==> src/rtl/led_sequencer.sv <==
// led_sequencer: steps a WIDTH-bit colour code through MIN_CODE..MAX_CODE,
// wrapping in either direction. Hold mode advances every DIV cycles while the
// button is held. Step mode advances once per button press. All outputs are
// registered.
module led_sequencer #(
  parameter int WIDTH    = 3,
  parameter int MIN_CODE = 1,
  parameter int MAX_CODE = 6,
  parameter int DIV      = 1
) (
  input  logic             clk,
  input  logic             rst,
  input  logic             button,
  input  logic             mode,
  input  logic             dir,
  output logic [WIDTH-1:0] colour,
  output logic             wrap
);

  // Prescaler is at least one bit wide, so DIV=1 still has a legal counter.
  localparam int PW = (DIV > 1) ? $clog2(DIV) : 1;

  localparam logic [WIDTH-1:0] MIN_C      = WIDTH'(MIN_CODE);
  localparam logic [WIDTH-1:0] MAX_C      = WIDTH'(MAX_CODE);
  localparam logic [PW-1:0]    PRESC_LAST = PW'(DIV - 1);

  // Reject parameter sets that have no legal colour range or no advance rate.
  generate
    if (WIDTH < 1 || MIN_CODE < 1 || MIN_CODE >= MAX_CODE ||
        longint'(MAX_CODE) > ((longint'(1) << WIDTH) - 1) || DIV < 1) begin : g_bad_params
      $error("led_sequencer: illegal parameters WIDTH=%0d MIN_CODE=%0d MAX_CODE=%0d DIV=%0d",
             WIDTH, MIN_CODE, MAX_CODE, DIV);
    end
  endgenerate

  logic [WIDTH-1:0] colour_q, colour_d;
  logic             wrap_q, wrap_d;
  logic [PW-1:0]    presc_q, presc_d;
  logic             button_q, button_d;

  logic             legal;
  logic             advance;
  logic             at_wrap;
  logic [WIDTH-1:0] target;

  // Next-state logic: recovery, advance target, hold/step advance decision.
  always_comb begin
    colour_d = colour_q;
    wrap_d   = 1'b0;
    presc_d  = presc_q;
    button_d = button;
    advance  = 1'b0;
    legal    = (colour_q >= MIN_C) && (colour_q <= MAX_C);

    if (dir) begin
      at_wrap = (colour_q == MIN_C);
      target  = at_wrap ? MAX_C : colour_q - 1'b1;
    end else begin
      at_wrap = (colour_q == MAX_C);
      target  = at_wrap ? MIN_C : colour_q + 1'b1;
    end

    if (!legal) begin
      // Out-of-range code (including 0 after reset) snaps to MIN_CODE.
      colour_d = MIN_C;
      presc_d  = '0;
    end else if (mode) begin
      // Step mode: rising edge of button only; prescaler parked at 0.
      presc_d = '0;
      advance = button && !button_q;
    end else if (button) begin
      if (presc_q == PRESC_LAST) begin
        advance = 1'b1;
        presc_d = '0;
      end else begin
        presc_d = presc_q + 1'b1;
      end
    end else begin
      presc_d = '0;
    end

    if (advance) begin
      colour_d = target;
      wrap_d   = at_wrap;
    end
  end

  // State registers with synchronous reset.
  always_ff @(posedge clk) begin
    if (rst) begin
      colour_q <= '0;
      wrap_q   <= 1'b0;
      presc_q  <= '0;
      button_q <= 1'b0;
    end else begin
      colour_q <= colour_d;
      wrap_q   <= wrap_d;
      presc_q  <= presc_d;
      button_q <= button_d;
    end
  end

  assign colour = colour_q;
  assign wrap   = wrap_q;

endmodule

==> config.mk <==
export PLATFORM = sky130hd
export DESIGN_NAME = led_sequencer
export DESIGN_NICKNAME = d
export VERILOG_FILES = /design/src/rtl/led_sequencer.sv
export SDC_FILE = /design/constraint.sdc
export NUM_CORES = 1
export LEC_CHECK = 0
export ABC_AREA = 1
export BUFFER_PORTS_ARGS = -buffer_cell sky130_fd_sc_hd__buf_2
export CORE_AREA = 2 2 39 41
export CTS_BUF_LIST = sky130_fd_sc_hd__clkbuf_16
export DETAILED_ROUTE_END_ITERATION = 10
export DIE_AREA = 0 0 41 43
export HOLD_SLACK_MARGIN = 0.12
export SYNTH_ARGS = -nofsm -noshare
export SYNTH_HDL_FRONTEND = slang
export SYNTH_SLANG_ARGS = --single-unit
==> constraint.sdc <==
create_clock -name clk -period 1.5 [get_ports clk]
set_input_delay 0.15 -clock clk [delete_from_list [all_inputs] [get_ports clk]]
set_output_delay 0.15 -clock clk [all_outputs]
set_load 0.005 [all_outputs]
## After elaboration in Yosys (flattened, before gate mapping)

Index checks and enable logic that the tools add are counted.

- Flip-flop bits (word level): 6
- Input port bits: 5
- Output and inout bits: 4
- Logic and storage cells: 31

- $add $sub $neg: 3
- Magnitude comparators: 2
- Equality and inequality tests: 3
- Multiplexer cells: 10
- Bitwise operators: 4
- Reduce and logical (&&, ||, !) cells: 5

Operators by type and width:

| cell | count |
|---|---|
| 3-bit two-way mux | 5 |
| 1-bit two-way mux | 5 |
| 5-bit OR reduction | 1 |
| 1-bit inverter | 4 |
| 3-bit by 1-bit adder with 3-bit output, second input constant | 1 |
| 3-bit by 1-bit == test with 1-bit output, second input constant | 1 |
| 3-bit == test, second input constant | 1 |
| 3-bit by 1-bit >= comparator with 1-bit output, second input constant | 1 |
| 3-bit less-or-equal comparator, second input constant | 1 |
| 3-bit by 1-bit subtractor with 3-bit output, second input constant | 1 |
| 1-bit logical AND | 2 |
| 2-bit by 1-bit != test with 1-bit output, second input constant | 1 |
| 2-bit OR reduction | 1 |
| 1-bit adder, second input constant | 1 |
| 1-bit zero test | 1 |

## Longest topological paths before layout

- Word-level depth: 6
- Mapped depth: 9
- Gate-level depth less buffers: 9

## Worst setup path before layout

Ideal clock, no wire load.

- Path type: reg2reg
- Start: reg colour_q[1] (netlist: colour[1])
- End: reg colour_q[2] (netlist: colour[2])
- Library setup time: 0.116 ns
- Data arrival time: 1.144 ns
- Path slack: 0.240 ns
- Stages on the path, launching flop included: 9
- Buffers on the path: 0
- Period minus slack after synthesis: 1.260 ns
- Cell sequence: dfxtp_1 -> inv_2 -> ha_1 -> inv_1 -> nor2_2 -> nor2_1 -> nand2_1 -> nand3_1 -> a21oi_1

- Longest elaborated chain between the ends: 4
- Elaborated cells between the ends (all ways): 13

RTL lines:

| what | line | RTL |
|---|---|---|
| start: declaration | 36 | `logic [WIDTH-1:0] colour_q, colour_d;` |
| start signal: assignment | 96 | `colour_q <= colour_d;` |
| 3-bit by 1-bit adder with 3-bit output (tied with other cells) | 60 | `target = at_wrap ? MIN_C : colour_q + 1'b1;` |
| 3-bit two-way mux (tied with other cells) | 60 |  |
| 3-bit two-way mux / 1-bit two-way mux (equally long branches) | 55, 63 |  |
| 3-bit two-way mux / 2-bit by 1-bit != test with 1-bit output (equally long branches) | n/a |  |

Parallel ways exist; a longest one is shown, timed or not.
A chain may end at the register's enable or synchronous reset.

## Worst setup path after layout

- Start: reg colour_q[1] (netlist: colour[1])
- End: reg colour_q[0] (netlist: colour[0])

- Longest elaborated chain between the ends: 4
- Elaborated cells between the ends (all ways): 11

RTL lines:

| what | line | RTL |
|---|---|---|
| 3-bit by 1-bit >= comparator with 1-bit output (tied with other cells) | 53 | `legal = (colour_q >= MIN_C) && (colour_q <= MAX_C);` |
| 1-bit logical AND (tied with other cells) | 53 |  |
| 1-bit two-way mux / 3-bit two-way mux (equally long branches) | 63, 55 |  |
| 2-bit by 1-bit != test with 1-bit output (no line) / 3-bit two-way mux (equally long branches) | n/a |  |

Parallel ways exist; a longest one is shown, timed or not.

==> flow_metrics.env <==
export IMPL_r2r_setup_slack_ns=0.20
export IMPL_netlist_area_sq_um=434
export IMPL_p_leak_nw=0.260
export IMPL_cap_violations=0
export IMPL_crit_family="simple AND/OR/NAND/NOR gates"
export IMPL_total_power_w=0.000727
export IMPL_gr_total_overflow=0
export IMPL_ir_worst_vdd_uv=624
export IMPL_cts_max_path_buffers=2
export IMPL_stdcell_count=84
export IMPL_gr_usage_all_layers=0.113
export IMPL_finalHoldViolCount=0
export IMPL_path_max_fanout=6
export IMPL_synth_edf_count=0
export IMPL_core_area_sq_um=1380
export IMPL_hp_class="in2reg"
export IMPL_areaGrowthSynthToFinish_pct=29.7
export IMPL_r2r_cells=9
export IMPL_cp_arrival_ns=1.41
export IMPL_root_buffer="clkbuf_16"
export IMPL_cts_tree="done"
export IMPL_cts_max_level=1
export IMPL_slowest_delay_ns=0.35
export IMPL_start_util=0.314
export IMPL_antenna_found_initial=0
export IMPL_viasPerCell=4.39
export IMPL_critPathRequiredTime_ns=1.61
export IMPL_num_vias=369
export IMPL_finalWirelength_um=780
export IMPL_synth_seq_cells=6
export IMPL_synth_warning_count=0
export IMPL_worst_setup_path_type="reg2reg"
export IMPL_pwr_density_cell_nw_per_um2=1290
export IMPL_crit_slowest_cell="dfxtp_2"
export IMPL_first_global_vias=318
export IMPL_seq_area_frac_synth=0.277
export IMPL_rsz0062_at_grt="no"
export IMPL_synth_ff_type="dfxtp_1"
export IMPL_drc_errors=0
export IMPL_clock_fmax_mhz=769
export IMPL_die_h_um=43
export IMPL_timing_rr_start="colour[1]"
export IMPL_hold_start="rst"
export IMPL_clkSinkCount=6
export IMPL_clk_pin_slew_ns=0.03
export IMPL_final_antenna_net_count=0
export IMPL_fillers=147
export IMPL_whs_path_depth=2
export IMPL_setup_tns_ns=0
export IMPL_path_buf_inv=3
export IMPL_drv_slew=0
export IMPL_fin_ws_ns=0.200
export IMPL_dieArea_sq_um=1760
export IMPL_grt_start_max_net_pins=10
export IMPL_ios=9
export IMPL_status="complete, no violations"
export IMPL_finalCriticalPeriod_ns=1.30
export IMPL_drive_gt1_frac=0.353
export IMPL_fp_row_count=14
export IMPL_min_to="colour[1]"
export IMPL_final_setup_viol_count=0
export IMPL_gp_congestion=0.730
export IMPL_place_inst=81
export IMPL_r2r_end="colour[0]"
export IMPL_clkLatencyLatePin_ns=0.23
export IMPL_final_cell_mix="9 x nand2_1, 8 x buf_2, 7 x inv_1"
export IMPL_period_share=0.867
export IMPL_critPathCaptureType="flip-flop"
export IMPL_grt_pass1_wl_um=1280
export IMPL_diodes=0
export IMPL_fin_skew_ns=0.00186
export IMPL_synthDistinctLibCells=21
export IMPL_die_x_um=41
export IMPL_ys_async_sr_fraction=0
export IMPL_place_ws_ns=0.110
export IMPL_dp_hpwl_um=622
export IMPL_numPortBuffers=8
export IMPL_worstPathCellList="inv_2 > ha_1 > inv_1 > nand3_4 > nand2_2 > nor2_4 > inv_1 > nor2_1 > nor2_1"
export IMPL_synth_avg_cell_area_sq_um=7.49
export IMPL_postSynthCellCount=58
export IMPL_crit_path_start_kind="flip-flop"
export IMPL_nets=79
export IMPL_first_pass_iters=4
export IMPL_synth_net_count=67
export IMPL_mostFrequentLayoutCell="nand2_1"
export IMPL_numCtsBuffers=3
export IMPL_routedWlPerCell_um=9.29
export IMPL_finish_utilization=0.407
export IMPL_drt_initial_drc_count=4
-- routing by layer --
metal / track usage / wire [um]
met5: 0 / 0
met4: 0.0600 / 10
met3: 0.0628 / 24
met2: 0.153 / 370
met1: 0.135 / 374
-- where the power goes --
part / switching (W) / internal, W
sequential: 0.0000132 / 0.000172
combinational: 0.0000669 / 0.0000473
clock: 0.0000865 / 0.000342
-- synth_stat cells, types with 2 or more instances --
library cell,instances,area [sq um]
a21oi_1,3,15.0
dfxtp_1,6,120
ha_1,4,50.1
inv_1,8,30.0
inv_2,2,7.51
nand2_1,9,33.8
nand3_1,4,20.0
nand3_4,2,35.0
nand4_1,2,12.5
nor2_1,5,18.8
o21ai_0,2,10.0
o21ai_1,2,10.0
-- flip-flops by register name, summed over array words and instances (netlist names) --
| register | count |
|---|---|
| colour | 3 |
| button_q | 1 |
| presc_q | 1 |
| wrap | 1 |
-- cell type report --
type / count / area (sq um) / share of cell area
inverters: 11 / 43.8 / 0.0778
flip-flops and latches: 6 / 123 / 0.218
multi-input cells: 40 / 262 / 0.464
repair buffers: 8 / 40.0 / 0.0711
clock buffers: 3 / 75.1 / 0.133
well taps: 16 / 20.0 / 0.0356
-- per-stage QoR --
stage | hold WS, ns | instance area (sq um)
2_1_floorplan | 0.219 | 434
3_3_place_gp | 0.371 | 483
3_5_place_dp | 0.370 | 483
4_1_cts | 0.135 | 558
5_1_grt | 0.145 | 563
6_report | 0.125 | 563
-- kinds of logic after synthesis --
kind of cell | after synthesis | synth area share
adder cells (fa/ha/maj) | 4 | 0.115
buffers and inverters | 12 | 0.127
AND/OR/NAND/NOR | 27 | 0.372
flip-flops | 6 | 0.277
XOR/XNOR | 1 | 0.0202
AO/OA/AOI/OAI | 7 | 0.0807
other | 1 | 0.00864
-- how the worst max path moves through the flow --
stage / start / endpoint / slack (ns) / cells past startpoint
2_1_floorplan: colour[1] / colour[2] / 0.24 / 8
3_3_place_gp: colour[0] / colour[0] / 0.13 / 9
3_5_place_dp: colour[1] / colour[0] / 0.11 / 8
4_1_cts: colour[1] / colour[0] / 0.09 / 8
5_1_grt: colour[1] / colour[0] / 0.03 / 9
6_report: colour[1] / colour[0] / 0.20 / 9
-- repair_timing --
action                                  in CTS  in global routing
gates resized for setup                      0                  4
buffers inserted                             0                  0
hold buffers                                 0                  0
endpoints found under the setup margin       0                  2
(Power assumes the default switching activity.)
